[src/rtl/spi_master_arbiter_pkg.sv]
// rtl/spi_master_arbiter_pkg.sv - shared state encoding, defaults and width helper
package spi_master_arbiter_pkg;

    typedef enum logic [2:0] {
        ST_IDLE  = 3'd0,
        ST_SETUP = 3'd1,
        ST_START = 3'd2,
        ST_XFER  = 3'd3,
        ST_DONE  = 3'd4,
        ST_GAP   = 3'd5
    } state_t;

    localparam int SS_GAP_DEFAULT  = 2;
    localparam int TIMEOUT_DEFAULT = 1023;

    // Bits needed to hold 0..n-1, never fewer than one.
    function automatic int clog2(input int n);
        int w;
        w = 1;
        while ((1 << w) < n) w++;
        return w;
    endfunction

endpackage

[src/rtl/spi_master_arbiter_rr_arbiter.sv]
// rtl/spi_master_arbiter_rr_arbiter.sv - combinational round-robin pick starting at ptr
module spi_master_arbiter_rr_arbiter
    import spi_master_arbiter_pkg::*;
#(
    parameter int NUM_REQ = 4,
    parameter int IDW     = clog2(NUM_REQ)
)(
    input  logic [NUM_REQ-1:0] req,
    input  logic [IDW-1:0]     ptr,
    output logic               any,
    output logic [NUM_REQ-1:0] grant,
    output logic [IDW-1:0]     idx
);

    logic [IDW-1:0] cand;

    always_comb begin
        any   = 1'b0;
        grant = '0;
        idx   = '0;
        cand  = '0;
        for (int k = 0; k < NUM_REQ; k++) begin
            cand = IDW'((int'(ptr) + k) % NUM_REQ);
            if (!any && req[cand]) begin
                any         = 1'b1;
                grant[cand] = 1'b1;
                idx         = cand;
            end
        end
    end

endmodule

[src/rtl/spi_master_arbiter.sv]
// rtl/spi_master_arbiter.sv - round-robin sharing of one SPI master between requesters
module spi_master_arbiter
    import spi_master_arbiter_pkg::*;
#(
    parameter int NUM_REQ = 4,
    parameter int DATA_W  = 8,
    parameter int SS_GAP  = SS_GAP_DEFAULT,
    parameter int TIMEOUT = TIMEOUT_DEFAULT
)(
    input  logic                        clk_fpga,
    input  logic                        rst_n,
    input  logic [NUM_REQ-1:0]          req,
    input  logic [NUM_REQ*DATA_W-1:0]   tx_data,
    output logic [NUM_REQ-1:0]          gnt,
    output logic [NUM_REQ-1:0]          done,
    output logic [DATA_W-1:0]           rx_data,
    output logic                        timeout_err,
    output logic [$clog2(NUM_REQ)-1:0]  active_id,
    output logic [DATA_W-1:0]           m_data,
    output logic                        ss,
    input  logic                        busy_m,
    input  logic [DATA_W-1:0]           m_rece
);

    localparam int IDW     = $clog2(NUM_REQ);
    localparam int CNT_MAX = (TIMEOUT > SS_GAP) ? TIMEOUT : SS_GAP;
    localparam int CW      = clog2(CNT_MAX + 1);

    // cnt holds the number of cycles already spent in the current state.
    localparam logic [CW-1:0] TO_LAST  = CW'(TIMEOUT - 1);
    localparam logic [CW-1:0] GAP_LAST = CW'(SS_GAP - 1);

    state_t               state;
    logic [IDW-1:0]       ptr;
    logic [CW-1:0]        cnt;
    logic                 arb_any;
    logic [NUM_REQ-1:0]   arb_grant;
    logic [IDW-1:0]       arb_idx;
    logic [IDW-1:0]       ptr_next;

    spi_master_arbiter_rr_arbiter #(
        .NUM_REQ (NUM_REQ),
        .IDW     (IDW)
    ) u_rr (
        .req   (req),
        .ptr   (ptr),
        .any   (arb_any),
        .grant (arb_grant),
        .idx   (arb_idx)
    );

    assign ptr_next = (active_id == IDW'(NUM_REQ - 1)) ? '0 : active_id + 1'b1;

    always_ff @(posedge clk_fpga or negedge rst_n) begin
        if (!rst_n) begin
            state       <= ST_IDLE;
            ss          <= 1'b1;
            gnt         <= '0;
            done        <= '0;
            timeout_err <= 1'b0;
            rx_data     <= '0;
            m_data      <= '0;
            active_id   <= '0;
            ptr         <= '0;
            cnt         <= '0;
        end else begin
            case (state)
                ST_IDLE: begin
                    if (arb_any) begin
                        gnt       <= arb_grant;
                        active_id <= arb_idx;
                        m_data    <= tx_data[int'(arb_idx)*DATA_W +: DATA_W];
                        state     <= ST_SETUP;
                    end
                end
                ST_SETUP: begin
                    ss    <= 1'b0;
                    cnt   <= '0;
                    state <= ST_START;
                end
                ST_START: begin
                    if (busy_m) begin
                        cnt   <= '0;
                        state <= ST_XFER;
                    end else if (cnt >= TO_LAST) begin
                        ss          <= 1'b1;
                        done        <= gnt;
                        timeout_err <= 1'b1;
                        state       <= ST_DONE;
                    end else begin
                        cnt <= cnt + 1'b1;
                    end
                end
                ST_XFER: begin
                    // Completion wins over a timeout landing on the same cycle.
                    if (!busy_m) begin
                        ss      <= 1'b1;
                        done    <= gnt;
                        rx_data <= m_rece;
                        state   <= ST_DONE;
                    end else if (cnt >= TO_LAST) begin
                        ss          <= 1'b1;
                        done        <= gnt;
                        timeout_err <= 1'b1;
                        state       <= ST_DONE;
                    end else begin
                        cnt <= cnt + 1'b1;
                    end
                end
                ST_DONE: begin
                    done        <= '0;
                    timeout_err <= 1'b0;
                    gnt         <= '0;
                    ptr         <= ptr_next;
                    cnt         <= '0;
                    state       <= ST_GAP;
                end
                ST_GAP: begin
                    if (cnt >= GAP_LAST) state <= ST_IDLE;
                    else                 cnt   <= cnt + 1'b1;
                end
                default: state <= ST_IDLE;
            endcase
        end
    end

endmodule

[config.mk]
export PLATFORM = sky130hd
export DESIGN_NAME = spi_master_arbiter
export DESIGN_NICKNAME = d
export VERILOG_FILES = /design/src/rtl/spi_master_arbiter_pkg.sv /design/src/rtl/spi_master_arbiter_rr_arbiter.sv /design/src/rtl/spi_master_arbiter.sv
export SDC_FILE = /design/constraint.sdc
export NUM_CORES = 1
export LEC_CHECK = 0
export CELL_PAD_IN_SITES_DETAIL_PLACEMENT = 0
export CELL_PAD_IN_SITES_GLOBAL_PLACEMENT = 1
export CORE_MARGIN = 3
export CORE_UTILIZATION = 41
export DETAILED_ROUTE_END_ITERATION = 10
export PLACE_DENSITY_LB_ADDON = 0.1
export SYNTH_ARGS = -nofsm -noshare
export SYNTH_HDL_FRONTEND = slang
export SYNTH_SLANG_ARGS = --single-unit
[constraint.sdc]
create_clock -name clk_fpga -period 8.6 [get_ports clk_fpga]
set_input_delay 1.72 -clock clk_fpga [delete_from_list [all_inputs] [get_ports clk_fpga]]
set_output_delay 1.72 -clock clk_fpga [all_outputs]
set_load 0.03 [all_outputs]
==> run summary <==
Hold Path Class -> reg2reg
Hold Buf Count CTS -> 0
CTS tree -> built
vias in the first global route -> 3183
Async SR Flop Fraction -> 1.00
Layout area overhead -> 25.2%
CP peak stage delay -> 0.76 ns
Resized cells post-CTS -> 0
Core ar. -> 7890 sq um
fmax -> 242 MHz
Max Cap Viol -> 0
Slowest cell on crit path -> nor2b_2
drt total wl -> 9470 um
gp weighted congestion -> 0.852
crit-path cells -> clkdlybuf4s50_1, mux4_2, nor2b_2, o21ai_0, a31o_2, a211oi_1
clock buffer depth -> 2
DIE AREA -> 9430 sq um
outcome -> finished clean
Setup Total Neg Slack -> 0 ns
die span in x -> 97.1 um
antenna diode count -> 0
final instance area -> 4260 sq um
I/O Buffers -> 74
CP startpoint kind -> primary input
detailed placement HPWL -> 6720 um
Final WS setup -> 4.47 ns
share of layout cells above drive strength 1 -> 0.0903
DRC -> 0
io pins -> 75
Mapped Cells -> 385
worst slew pin tran -> 0.969 ns
Pleak -> 0.00173 uW
Starting Density -> 0.432
row count -> 32
crit path time final -> 4.13 ns
Clock Skew -> 0.00723 ns
Crit. End Element -> register
number of CTS-inserted buffers -> 5
Design Power -> 1440 uW
first-pass GRT wire length -> 15700 um
violation count after the first detailed-route iteration -> 215
GRT Total Usage -> 0.199
clock sink count -> 43
Final Cycle Share -> 0.481
Yosys warnings -> 0
hold depth -> 1
Finish-stage setup viols -> 0
grt total ovfl -> 0
met1 Track Usage GR -> 0.262
Via-to-Cell Ratio -> 5.92
die height -> 97.1 um
final hold violations -> 0
global route hottest layer -> met2
clk_lat worst skew -> 0.30 ns
number of synthesized flops with an enable pin -> 0
initial antenna violation count -> 0
nets -> 502
relative slew slack -> 0.341
largest net degree at the start of global routing -> 64
crit-path max FO -> 19
grt met2 use -> 0.334
Worst EP arrival -> 4.34 ns
WL per Instance -> 17.4 um
ys flop type -> dfrtp_1
WS Path Type -> in2reg
met3 Usage GRT -> 0.0302
root buffer cell -> clkbuf_8
Vias -> 3225
Worst VDD drop -> 133 uV
DP Area -> 4160 sq um
Initial DRT Pass Iterations -> 4
Yosys reg bits -> 43
RSZ-0062 raised after global routing -> false
H-tree depth -> 2
final slew viol count -> 0
Reg clk slew, reported paths -> 0.08 ns
Distinct cells, synth -> 58
net count after synthesis -> 445
Syn Std Cell Area -> 3400 sq um
pwr dens -> 338 nW/um^2
synthesized area per cell -> 8.84 sq um
FF-to-FF path depth -> 8
sequential fraction of the synthesis area -> 0.316
Post CTS Setup Buffer Count -> 0
placed cell count -> 537
CP required -> 8.81 ns
Post-DRT Antenna Nets -> 0
Finished Layout Cells -> 545
Setup Slack @ Placement -> 4.16 ns
## state kept, by name, indices dropped and copies added (netlist names)
signal and flops:
m_data 8, state 3, ss 1, active_id 2, timeout_err 1, done 4
cnt 10, ptr 2, gnt 4, rx_data 8
## logic make-up after synthesis
logic type | share of synthesized area
buffers and inverters | 0.0566
AND/OR/NAND/NOR | 0.194
adder cells (fa/ha/maj) | 0.0478
multiplexers | 0.114
AO/OA/AOI/OAI | 0.272
flip-flops | 0.316
## metrics by stage
stage,utilization,hold WS [ns]
3_3_place_gp,0.527,0.488
2_1_floorplan,-,0.506
6_report,0.541,0.510
3_5_place_dp,0.527,0.495
5_1_grt,0.541,0.535
4_1_cts,0.541,0.514
## metal layers
metal / share of wire / up-vias
met2: 0.49 / 79
met5: 0 / -
met3: 0.038 / 13
met1: 0.45 / 1559
li1: - / 1574
met4: 0.023 / 0
## worst max-delay path, delay by kind of cell
family | cells | cell delay [ns]
compound gates | 3 | 0.69
simple gates | 1 | 0.76
buf+inv | 1 | 0.55
mux | 1 | 0.62
## path summary, 6_finish.rpt
path | endpoint | start | slack, ns
max | m_data[0]$_DFFE_PN0P_ | req[2] | 4.47
min | rx_data[6]$_DFFE_PN0P_ | rx_data[6]$_DFFE_PN0P_ | 0.51
max reg2reg | m_data[0]$_DFFE_PN0P_ | ptr[0]$_DFFE_PN0P_ | 4.87
min reg2reg | rx_data[6]$_DFFE_PN0P_ | rx_data[6]$_DFFE_PN0P_ | 0.51
max in group asynchronous | ptr[0]$_DFFE_PN0P_ | rst_n | 6.37
min in group asynchronous | done[0]$_DFFE_PN0P_ | rst_n | 1.57
## area by class of cell
class,count,area (sq um)
Fill cell,737,3620
Multi-Input combinational cell,301,2150
Tap cell,102,128
Clock buffer,7,96.3
Clock inverter,1,7.51
Inverter,15,56.3
Timing Repair Buffer,76,751
Sequential cell,43,1080
## placed cells by master, fill, tap and decap left out, types with 4 or more instances in the layout
cell type	Yosys	final
nor2b_1	10	10
dfrtp_1	42	41
and4_1	4	4
nand3_1	12	12
a221o_1	4	4
a31o_2	5	5
nand2_1	26	26
a31o_1	5	5
inv_1	15	15
a21oi_1	29	29
a211oi_1	9	9
and2_1	8	8
ha_1	13	13
a31oi_1	9	9
nor2_1	25	25
clkbuf_8	0	7
a221oi_1	7	7
nor3b_1	8	8
clkdlybuf4s50_1	0	73
mux2_2	12	12
mux2i_1	17	17
and4b_1	8	8
o21ai_0	37	37
## report_power, final
part | switching (uW) | total [uW] | internal, uW
combinational | 540 | 924 | 384
clock | 73.6 | 147 | 73.2
sequential | 81.8 | 370 | 288
total | 695 | 1440 | 745
## cells in the mapped netlist (2+ instances only)
library cell / n / share of area
nand3_1: 12 / 0.018
nor3_1: 3 / 0.0044
a41oi_1: 3 / 0.0077
clkbuf_1: 15 / 0.017
buf_2: 7 / 0.010
nor2b_1: 10 / 0.018
a31o_2: 5 / 0.013
ha_1: 13 / 0.048
nor2_1: 25 / 0.028
o21a_1: 3 / 0.0066
and4b_1: 8 / 0.024
and2_1: 8 / 0.015
a31oi_1: 9 / 0.017
a211oi_1: 9 / 0.020
buf_6: 4 / 0.013
nand4_1: 3 / 0.0055
a221o_1: 4 / 0.012
a31o_1: 5 / 0.013
and3_1: 3 / 0.0055
o211ai_1: 3 / 0.0066
o32ai_1: 2 / 0.0051
a21o_1: 3 / 0.0066
mux4_2: 3 / 0.020
nand2_1: 26 / 0.029
mux2i_1: 17 / 0.050
inv_1: 15 / 0.017
o21ai_0: 37 / 0.054
o211a_1: 2 / 0.0059
o32a_1: 2 / 0.0059
a221oi_1: 7 / 0.018
a22o_1: 2 / 0.0051
dfrtp_1: 42 / 0.31
nor3b_1: 8 / 0.018
a21oi_1: 29 / 0.043
mux2_2: 12 / 0.040
and4_1: 4 / 0.010
Power figures use the tool's default switching activity.
